**src/rtl/wb_stage.sv**
```systemverilog
// wb_stage: writeback stage that feeds the register file write/clear port and resolves loads over a req/ack port.
// Optional load timeout is built only when WB_MEM_TIMEOUT_EN is defined.
module wb_stage #(
   parameter int DATA_W      = 16,
   parameter int ADDR_W      = 3,
   parameter int MEM_TIMEOUT = 15
) (
   input  logic              clk,
   input  logic              rst,
   input  logic              ex_valid,
   output logic              ex_ready,
   input  logic [ADDR_W-1:0] ex_rd,
   input  logic [DATA_W-1:0] ex_result,
   input  logic              ex_we,
   input  logic              ex_is_load,
   input  logic              ex_byte,
   input  logic              ex_clear,
   output logic              mem_req,
   output logic [DATA_W-1:0] mem_addr,
   input  logic              mem_ack,
   input  logic [DATA_W-1:0] mem_rdata,
   output logic [ADDR_W-1:0] WB_addr,
   output logic [DATA_W-1:0] WB_data,
   output logic              RegWe,
   output logic              reg_clear,
   output logic              load_err
);

   typedef enum logic [0:0] {IDLE = 1'b0, WAIT_MEM = 1'b1} state_t;

   state_t            state_r, nxt_state_s;
   logic              nxt_ex_ready_s;
   logic              nxt_mem_req_s;
   logic [DATA_W-1:0] nxt_mem_addr_s;
   logic [ADDR_W-1:0] nxt_wb_addr_s;
   logic [DATA_W-1:0] nxt_wb_data_s;
   logic              nxt_reg_we_s;
   logic              nxt_reg_clear_s;
   logic              nxt_load_err_s;
   logic [ADDR_W-1:0] ld_rd_r, nxt_ld_rd_s;
   logic              ld_byte_r, nxt_ld_byte_s;
   logic              ld_sel_r, nxt_ld_sel_s;

`ifdef WB_MEM_TIMEOUT_EN
   localparam int CNT_W = ($clog2(MEM_TIMEOUT + 1) < 4) ? 4 : $clog2(MEM_TIMEOUT + 1);
   logic [CNT_W-1:0] wait_cnt_r, nxt_wait_cnt_s;
`endif

   if (MEM_TIMEOUT < 1) begin : g_cfg_check
      $error("wb_stage: MEM_TIMEOUT must be at least 1");
   end

   // Byte loads are zero-extended; the latched address bit picks the high or low byte.
   function automatic logic [DATA_W-1:0] load_data(input logic [DATA_W-1:0] rdata,
                                                   input logic              is_byte,
                                                   input logic              sel);
      if (is_byte) begin
         if (sel) begin
            load_data = {{(DATA_W-8){1'b0}}, rdata[15:8]};
         end else begin
            load_data = {{(DATA_W-8){1'b0}}, rdata[7:0]};
         end
      end else begin
         load_data = rdata;
      end
   endfunction

   // Next-state and next-output decode.
   always_comb begin
      nxt_state_s     = state_r;
      nxt_ex_ready_s  = ex_ready;
      nxt_mem_req_s   = mem_req;
      nxt_mem_addr_s  = mem_addr;
      nxt_wb_addr_s   = WB_addr;
      nxt_wb_data_s   = WB_data;
      nxt_reg_we_s    = 1'b0;
      nxt_reg_clear_s = 1'b0;
      nxt_load_err_s  = 1'b0;
      nxt_ld_rd_s     = ld_rd_r;
      nxt_ld_byte_s   = ld_byte_r;
      nxt_ld_sel_s    = ld_sel_r;
`ifdef WB_MEM_TIMEOUT_EN
      nxt_wait_cnt_s  = wait_cnt_r;
`endif
      case (state_r)
         IDLE: begin
            if (ex_valid && ex_ready) begin
               if (ex_clear) begin
                  // Clear takes priority; any write or load riding with it is dropped.
                  nxt_reg_clear_s = 1'b1;
               end else if (ex_we && ex_is_load) begin
                  nxt_mem_req_s  = 1'b1;
                  nxt_mem_addr_s = {ex_result[DATA_W-1:1], 1'b0};
                  nxt_ld_rd_s    = ex_rd;
                  nxt_ld_byte_s  = ex_byte;
                  nxt_ld_sel_s   = ex_result[0];
                  nxt_ex_ready_s = 1'b0;
                  nxt_state_s    = WAIT_MEM;
`ifdef WB_MEM_TIMEOUT_EN
                  nxt_wait_cnt_s = {CNT_W{1'b0}};
`endif
               end else if (ex_we) begin
                  nxt_reg_we_s  = (ex_rd != {ADDR_W{1'b0}});
                  nxt_wb_addr_s = ex_rd;
                  nxt_wb_data_s = ex_result;
               end else begin
                  nxt_reg_we_s = 1'b0;
               end
            end else begin
               nxt_reg_we_s = 1'b0;
            end
         end
         WAIT_MEM: begin
            if (mem_ack) begin
               nxt_mem_req_s  = 1'b0;
               nxt_ex_ready_s = 1'b1;
               nxt_state_s    = IDLE;
               nxt_reg_we_s   = (ld_rd_r != {ADDR_W{1'b0}});
               nxt_wb_addr_s  = ld_rd_r;
               nxt_wb_data_s  = load_data(mem_rdata, ld_byte_r, ld_sel_r);
            end else begin
`ifdef WB_MEM_TIMEOUT_EN
               // The increment that would reach MEM_TIMEOUT abandons the load instead.
               if (wait_cnt_r == CNT_W'(MEM_TIMEOUT - 1)) begin
                  nxt_load_err_s = 1'b1;
                  nxt_mem_req_s  = 1'b0;
                  nxt_ex_ready_s = 1'b1;
                  nxt_state_s    = IDLE;
               end else begin
                  nxt_wait_cnt_s = wait_cnt_r + CNT_W'(1);
               end
`else
               nxt_mem_req_s = 1'b1;
`endif
            end
         end
         default: begin
            nxt_state_s    = IDLE;
            nxt_ex_ready_s = 1'b1;
            nxt_mem_req_s  = 1'b0;
         end
      endcase
   end

   // State, latched load context and registered outputs.
   always_ff @(posedge clk or posedge rst) begin
      if (rst) begin
         state_r    <= IDLE;
         ex_ready   <= 1'b1;
         mem_req    <= 1'b0;
         mem_addr   <= {DATA_W{1'b0}};
         WB_addr    <= {ADDR_W{1'b0}};
         WB_data    <= {DATA_W{1'b0}};
         RegWe      <= 1'b0;
         reg_clear  <= 1'b0;
         load_err   <= 1'b0;
         ld_rd_r    <= {ADDR_W{1'b0}};
         ld_byte_r  <= 1'b0;
         ld_sel_r   <= 1'b0;
`ifdef WB_MEM_TIMEOUT_EN
         wait_cnt_r <= {CNT_W{1'b0}};
`endif
      end else begin
         state_r    <= nxt_state_s;
         ex_ready   <= nxt_ex_ready_s;
         mem_req    <= nxt_mem_req_s;
         mem_addr   <= nxt_mem_addr_s;
         WB_addr    <= nxt_wb_addr_s;
         WB_data    <= nxt_wb_data_s;
         RegWe      <= nxt_reg_we_s;
         reg_clear  <= nxt_reg_clear_s;
         load_err   <= nxt_load_err_s;
         ld_rd_r    <= nxt_ld_rd_s;
         ld_byte_r  <= nxt_ld_byte_s;
         ld_sel_r   <= nxt_ld_sel_s;
`ifdef WB_MEM_TIMEOUT_EN
         wait_cnt_r <= nxt_wait_cnt_s;
`endif
      end
   end

endmodule

```
**config.mk**
```make
export PLATFORM = sky130hd
export DESIGN_NAME = wb_stage
export DESIGN_NICKNAME = d
export VERILOG_FILES = /design/src/rtl/wb_stage.sv
export SDC_FILE = /design/constraint.sdc
export NUM_CORES = 1
export LEC_CHECK = 0
export CORE_ASPECT_RATIO = 1.1
export CORE_UTILIZATION = 30
export DETAILED_ROUTE_END_ITERATION = 10
export HOLD_SLACK_MARGIN = 0.06
export PLACE_DENSITY = 0.64
export SYNTH_ARGS = -nofsm -noshare
export SYNTH_HDL_FRONTEND = slang
export SYNTH_SLANG_ARGS = --single-unit
```
**constraint.sdc**
```tcl
create_clock -name clk -period 1.9 [get_ports clk]
set_input_delay 0.57 -clock clk [delete_from_list [all_inputs] [get_ports clk]]
set_output_delay 0.57 -clock clk [all_outputs]
set_load 0.02 [all_outputs]
```
==> results of run 1 <==
-- report_power, final --
group	total [mW]	switching, mW	leakage [nW]	internal (mW)
logic	2.17	0.975	0.864	1.20
clock network	0.695	0.305	0.0552	0.390
registers	1.68	0.295	0.511	1.39
-- final timing paths --
path	start	endpoint	slack, ns	depth (start not counted)
max	ex_is_load	ld_sel_r$_DFFE_PP0P_	0.04	4
min reg2reg	mem_addr[1]$_DFFE_PP0P_	mem_addr[1]$_DFFE_PP0P_	0.50	1
max reg2reg	ex_ready$_DFFE_PP1P_	ld_sel_r$_DFFE_PP0P_	0.16	4
min	mem_addr[1]$_DFFE_PP0P_	mem_addr[1]$_DFFE_PP0P_	0.50	1
min in group asynchronous	rst	WB_data[7]$_DFFE_PP0P_	0.61	3
max in group asynchronous	rst	ex_ready$_DFFE_PP1P_	1.02	3
-- metrics by stage --
step	worst slack, ns	hold slack [ns]	setup TNS [ns]	std cells
floorplan	0.198	0.483	0	155
global placement	-0.307	0.477	-8.34	326
detailed placement	-0.361	0.477	-9.81	326
CTS	0.0212	0.502	0	334
global route	0.00410	0.529	0	335
finish	0.0446	0.503	0	335
-- state kept, by name, indices dropped and copies added, names as in the netlist --
name,cells
ld_byte_r,1
RegWe,1
ex_ready,1
reg_clear,1
ld_sel_r,1
mem_addr,15
ld_rd_r,3
mem_req,1
state_r,1
WB_data,16
WB_addr,3
-- worst max-delay path: cells and delay by family --
family	cells	cell delay, ns
multiplexers	1	0.33
buffers and inverters	2	0.76
AND/OR/NAND/NOR	1	0.36
-- metal layers --
metal  global-route usage, %  wire length, µm  up-vias
li1                        -                -      778
met1                    21.5             2420      826
met2                    27.7             2660       70
met3                    3.40              306       13
met4                    7.14              158        0
met5                       0                0        -
-- synthesized netlist by cell type (2+ instances only) --
master	n
a211o_1	3
a21o_1	8
a21oi_1	3
a221oi_1	7
and3_1	3
and4b_1	2
buf_2	6
buf_4	2
buf_6	2
dfrtp_1	43
inv_1	11
mux2_1	8
mux2_2	2
mux2_4	10
mux2i_1	5
nand2_1	3
nor2_1	3
nor3_1	8
o221a_2	10
o32ai_1	3
-- what timing repair did --
item                       4_1_cts  5_1_grt
cloned                           0        1
setup endpoints to repair       14       19
buffers inserted                 0        0
gates resized for setup          4        9
pin swaps                        1        1
-- kinds of logic (layout without fill, tap and decap cells) --
| logic type | count (synthesis) | in the layout | synth area share (%) |
|---|---|---|---|
| flops | 44 | 44 | 54.4 |
| buf+inv | 21 | 119 | 5.37 |
| other cells | 1 | 2 | 0.185 |
| compound gates | 39 | 39 | 17.0 |
| simple gates | 24 | 24 | 7.59 |
| mux | 25 | 25 | 15.4 |
-- final cells by class --
cell class	count	area, µm²
Inverter	11	41.3
Clock inverter	2	35.0
Sequential cell	44	1100
Timing Repair Buffer	100	1010
Multi-Input combinational cell	90	836
Fill cell	592	3360
Clock buffer	6	72.6
Tap cell	82	103
==> reports/qor.csv, run 1 <==
stage,metric,value,unit
timing,setup_violations,0,
cts,cts.sink_count,44,
final_layout,drive_gt1_share,22.9,%
drt,finalWirelength,5.55,mm
timing,min_period_over_period,97.7,%
synth,async_flop_share,100,%
drt,drc_errors,0,
global_route,grt_pass1_wl,8.96,mm
final_layout,area_growth,57.8,%
cts,cts_tree,yes,
synth,synth_edf_count,0,
final_layout,layout_common_cells,"clkdlybuf4s50_1, dfrtp_1, buf_4",
flow_run,maxCapViolCount,0,
cts,cts_buffers,5,
power_and_ir_drop,total_power,4.55,mW
final_layout,layout_commonest_cell,clkdlybuf4s50_1,
cts,cts_buffer_depth,2,
worst_setup_path,cp.required,2.08,ns
floorplan,die_area,7090,µm²
floorplan,rows,31,
floorplan,ios,83,
global_route,gr-usage-all-layers,16.8,%
drt,drt-initial-drc-count,59,
worst_setup_path,path_cells,clkdlybuf4s50_1 -> nor3b_4 -> buf_6 -> mux2_2,
synth,yosysWarnings,0,
synth,syn_area,2030,µm²
timing,worst_clock_skew,0.00439,ns
placement,place_congestion,0.784,
synth,synth_top_area_share,53.1,%
worst_setup_path,cp.arrival,2.04,ns
cts,cts_root_buf,clkbuf_8,
global_route,grt_pass1_vias,1803,
final_layout,diodes,0,
drt,wire_per_inst,16.6,µm
final_layout,fin_nets,295,
worst_setup_path,slowest_stage,clkdlybuf4s50_1,
drt,viasPerCell,5.04,
worst_setup_path,slowest_delay,0.56,ns
synth,seq_area_frac_synth,54.4,%
timing,final.min_clock_period,1.86,ns
cts,insertion_delay,0.29,ns
final_layout,final_area,3200,µm²
power_and_ir_drop,power_leakage,1.43,nW
synth,synth_cells,154,
timing,rsz0062_at_grt,false,
worst_setup_path,endpoint_kind,register,
drt,vias,1687,
synth,syn_area_per_cell,13.2,µm²
floorplan,initial_core_util,30.9,%
synth,synth_cell_types,32,
placement,dp_hpwl,4.15,mm
global_route,antenna_found_initial,0,
cts,clkSlewWorstSetupHoldPaths,0.08,ns
floorplan,core-area,6560,µm²
timing,fmax,539,MHz
cts,cts_max_level,2,
placement,placed_area,3050,µm²
cts,cts_hold_buffers,0,
worst_setup_path,crit_type,input port to register,
synth,yosys.area.top_type,dfrtp_1,
min_path,min_path_type,register to register,
floorplan,die_width,80.4,µm
synth,synth.area.top_cells,"dfrtp_1, mux2_4, o221a_2",
synth,synthFlopType,dfrtp_1,
global_route,overflow,0,
outcome,status,"complete, no violations",
global_route,grt_max_degree,45,
power_and_ir_drop,vdd_drop_max,0.000727,V
worst_setup_path,cp-start-kind,input port,
drt,first_pass_iters,4,
placement,place.port_buffers,80,
drt,ant_nets,0,
power_and_ir_drop,p_per_area,1420,nW/µm²
floorplan,die_h,88.2,µm
timing,drv_slew,0,
worst_setup_path,cp_max_fo,7,
timing,hold_viol,0,
final_layout,postLayoutCoreUtil,48.8,%
synth,ys_seq_elements,44,
No activity file was read; power rests on OpenSTA's default activity.
==> run 2, diff against run 1 <==
GPL_TIMING_DRIVEN = 0   (was unset)
SLEW_MARGIN = 0   (was unset)
==> run 2 against run 1 <==
Critical path depth fell by 3; die area did not move; sequential power barely moved; wire length rose by 1.1%; largest cell class unchanged; register-to-register slack improved by 0.08 ns; clock skew rose by 0.0026 ns; combinational power barely moved; highest routed layer unchanged; global-route usage fell by 0.32 points.
==> reports/qor.csv, run 2 (synthesized netlist as in run 1, its figures left out) <==
stage,metric,value,unit,change
cts,cts_tree,yes,,unchanged
timing,fin_ws,0.0444,ns,was 0.0446 ns
timing,setup_violations,0,,unchanged
cts,cts_root_buf,clkbuf_8,,unchanged
cts,cts_max_level,2,,unchanged
final_layout,largest_reg_flops,16,,unchanged
drt,met2_wirelength,2.72,mm,was 2.66 mm
min_path,hold_end,mem_addr[4]$_DFFE_PP0P_,,was mem_addr[1]$_DFFE_PP0P_
drt,ant_nets,0,,unchanged
power_and_ir_drop,sw_frac_of_total,33.1,%,was 34.6%
drt,top_layer_used,met4,,unchanged
floorplan,die_width,80.4,µm,unchanged
power_and_ir_drop,vdd_drop_max,0.000631,V,was 0.000727 V
worst_setup_path,slowest_stage,clkdlybuf4s50_1,,unchanged
global_route,grt_pass1_vias,1623,,"was 1,803"
global_route,grt_pass1_wl,8.70,mm,was 8.96 mm
floorplan,die_h,88.2,µm,unchanged
worst_setup_path,crit_type,register to output pin,,was input port to register
outcome,status,"complete, no violations",,unchanged
drt,wire_per_inst,16.9,µm,was 16.6 µm
placement,dp_slack,-0.427,ns,was -0.361 ns
global_route,overflow,0,,unchanged
drt,drt-met1-wl,2.61,mm,was 2.42 mm
floorplan,die_area,7090,µm²,unchanged
power_and_ir_drop,p_per_area,1500,nW/µm²,was 1420 nW/µm²
flow_run,maxCapViolCount,0,,unchanged
worst_setup_path,cp_num_buf_inv,1,,was 2
drt,drt-initial-drc-count,76,,was 59
worst_setup_path,cp.required,1.33,ns,was 2.08 ns
worst_setup_path,cp.arrival,1.29,ns,was 2.04 ns
global_route,gr-usage-all-layers,16.5,%,was 16.8%
drt,viasPerCell,4.92,,was 5.04
cts,cts_buffers,5,,unchanged
power_and_ir_drop,switchingPower,1.59,mW,was 1.57 mW
final_layout,drive_gt1_share,22.4,%,was 22.9%
power_and_ir_drop,seq_power_share,34.8,%,was 36.9%
cts,insertion_delay,0.30,ns,was 0.29 ns
worst_setup_path,worst_path_dominant_cell_family,buffers and inverters,,unchanged
timing,fmax,539,MHz,about the same
final_layout,layout_commonest_cell,clkdlybuf4s50_1,,unchanged
cts,cts_hold_buffers,0,,unchanged
worst_setup_path,slowest_delay,0.62,ns,was 0.56 ns
final_layout,final-instance-count-excl-fill,332,,was 335
drt,finalWirelength,5.61,mm,was 5.55 mm
timing,hold_viol,0,,unchanged
placement,place_inst,318,,was 326
cts,cts.sink_count,44,,unchanged
final_layout,regMostFlops,WB_data,,unchanged
worst_setup_path,path_cells,clkdlybuf4s50_1,,was clkdlybuf4s50_1 -> nor3b_4 -> buf_6 -> mux2_2
min_path,hold_path_depth,1,,unchanged
final_layout,diodes,0,,unchanged
timing,worst_clock_skew,0.00695,ns,was 0.00439 ns
timing,drv_slew,0,,unchanged
worst_setup_path,r2r_setup_slack,0.24,ns,was 0.16 ns
floorplan,ios,83,,unchanged
final_layout,layout_common_cells,"clkdlybuf4s50_1, dfrtp_1, inv_1, o221a_2, mux2_4",,"was clkdlybuf4s50_1, dfrtp_1, buf_4"
drt,wl_met3,225,µm,was 306 µm
min_path,holdCritStartpoint,mem_addr[4]$_DFFE_PP0P_,,was mem_addr[1]$_DFFE_PP0P_
worst_setup_path,cp-start-kind,register,,was input port
timing,min_period_over_period,97.7,%,about the same
timing,whs,0.494,ns,was 0.503 ns
worst_setup_path,crit_cells,1,,was 4
power_and_ir_drop,internal_power,3.21,mW,was 2.97 mW
final_layout,top_regs,"WB_data x16, mem_addr x15",,unchanged
drt,drc_errors,0,,unchanged
worst_setup_path,r2r-start,ex_ready$_DFFE_PP1P_,,unchanged
floorplan,initial_core_util,30.9,%,unchanged
worst_setup_path,r2r_end,mem_addr[1]$_DFFE_PP0P_,,was ld_sel_r$_DFFE_PP0P_
worst_setup_path,r2r_cells,5,,was 4
final_layout,area_growth,57.8,%,about the same
cts,clkSlewWorstSetupHoldPaths,0.09,ns,was 0.08 ns
timing,rsz0062_at_grt,false,,unchanged
min_path,min_path_type,register to register,,unchanged
drt,first_pass_iters,4,,unchanged
placement,dp_hpwl,4.12,mm,was 4.15 mm
cts,cts_buffer_depth,2,,unchanged
floorplan,core-area,6560,µm²,unchanged
timing,final.min_clock_period,1.86,ns,about the same
power_and_ir_drop,total_power,4.80,mW,was 4.55 mW
final_layout,fin_nets,292,,was 295
worst_setup_path,cp_max_fo,2,,was 7
power_and_ir_drop,power_leakage,1.42,nW,was 1.43 nW
floorplan,rows,31,,unchanged
worst_setup_path,endpoint_kind,output pin,,was register
global_route,grt_max_degree,25,,was 45
drt,vias,1635,,"was 1,687"
power_and_ir_drop,pwr-share-clk,20.6,%,was 15.3%
placement,place.port_buffers,80,,unchanged
placement,place_congestion,0.720,,was 0.784
global_route,antenna_found_initial,0,,unchanged
power_and_ir_drop,comb_power_share,44.6,%,was 47.8%
run 2: timing repair:
item                                   4_1_cts  5_1_grt
pin swaps                                    1        1
endpoints found under the hold margin        0        0
cloned                                       1        0
setup endpoints to repair                   19       30
setup buffers                                4        1
resized for setup                            3        8
run 2: worst max-delay path by stage:
stage | to | start
detailed placement | mem_addr[6]$_DFFE_PP0P_ | ex_clear
floorplan | ld_rd_r[2]$_DFFE_PP0P_ | ex_clear
finish | WB_data[0] | WB_data[0]$_DFFE_PP0P_
global placement | WB_data[12]$_DFFE_PP0P_ | rst
CTS | mem_addr[1]$_DFFE_PP0P_ | ex_clear
global route | WB_data[15] | WB_data[15]$_DFFE_PP0P_
run 2: power by group through the flow:
stage / Combinational [mW] / Clock (mW) / Sequential (mW)
floorplan: 0.647 / 0 / 2.12
global placement: 2.11 / 0 / 1.67
detailed placement: 2.15 / 0 / 1.68
CTS: 2.15 / 1.01 / 1.67
global route: 2.26 / 1.05 / 1.72
finish: 2.14 / 0.986 / 1.67
run 2: layer usage:
layer  vias up  global-route usage [%]
li1        767                       -
met3         6                    2.99
met5         -                       0
met4         0                    4.38
met2        60                    26.6
met1       802                    22.8
run 2: final cells by class:
cell class	instances	area, µm²
clock inverters	3	90.1
inverters	11	41.3
repair buffers	87	891
well taps	82	103
fillers	600	3360
plain buffers	10	71.3
multi-input cells	90	832
flip-flops and latches	44	1100
clock buffers	5	68.8
run 2: through the flow:
step                      util (%)  cell area [µm²]  setup TNS, ns
after floorplan                  -             2030              0
after global placement        44.8             2930         -40.10
after detailed placement      45.1             2950         -12.36
after CTS                     48.1             3150              0
after global routing          48.8             3200              0
final                         48.8             3200              0
run 2: worst register-to-register path, delay by kind of cell (launching register included):
| family | cells | cell delay (ns) |
|---|---|---|
| flip-flops | 1 | 0.59 |
| AND/OR/NAND/NOR | 2 | 0.33 |
| multiplexers | 1 | 0.33 |
| buffers and inverters | 2 | 0.29 |
==> run 3, diff against run 2 <==
GPL_ROUTABILITY_DRIVEN = 0   (was unset)
==> results of run 3 <==
Same layout as run 2: the final DEF is identical, and so are final timing and power.
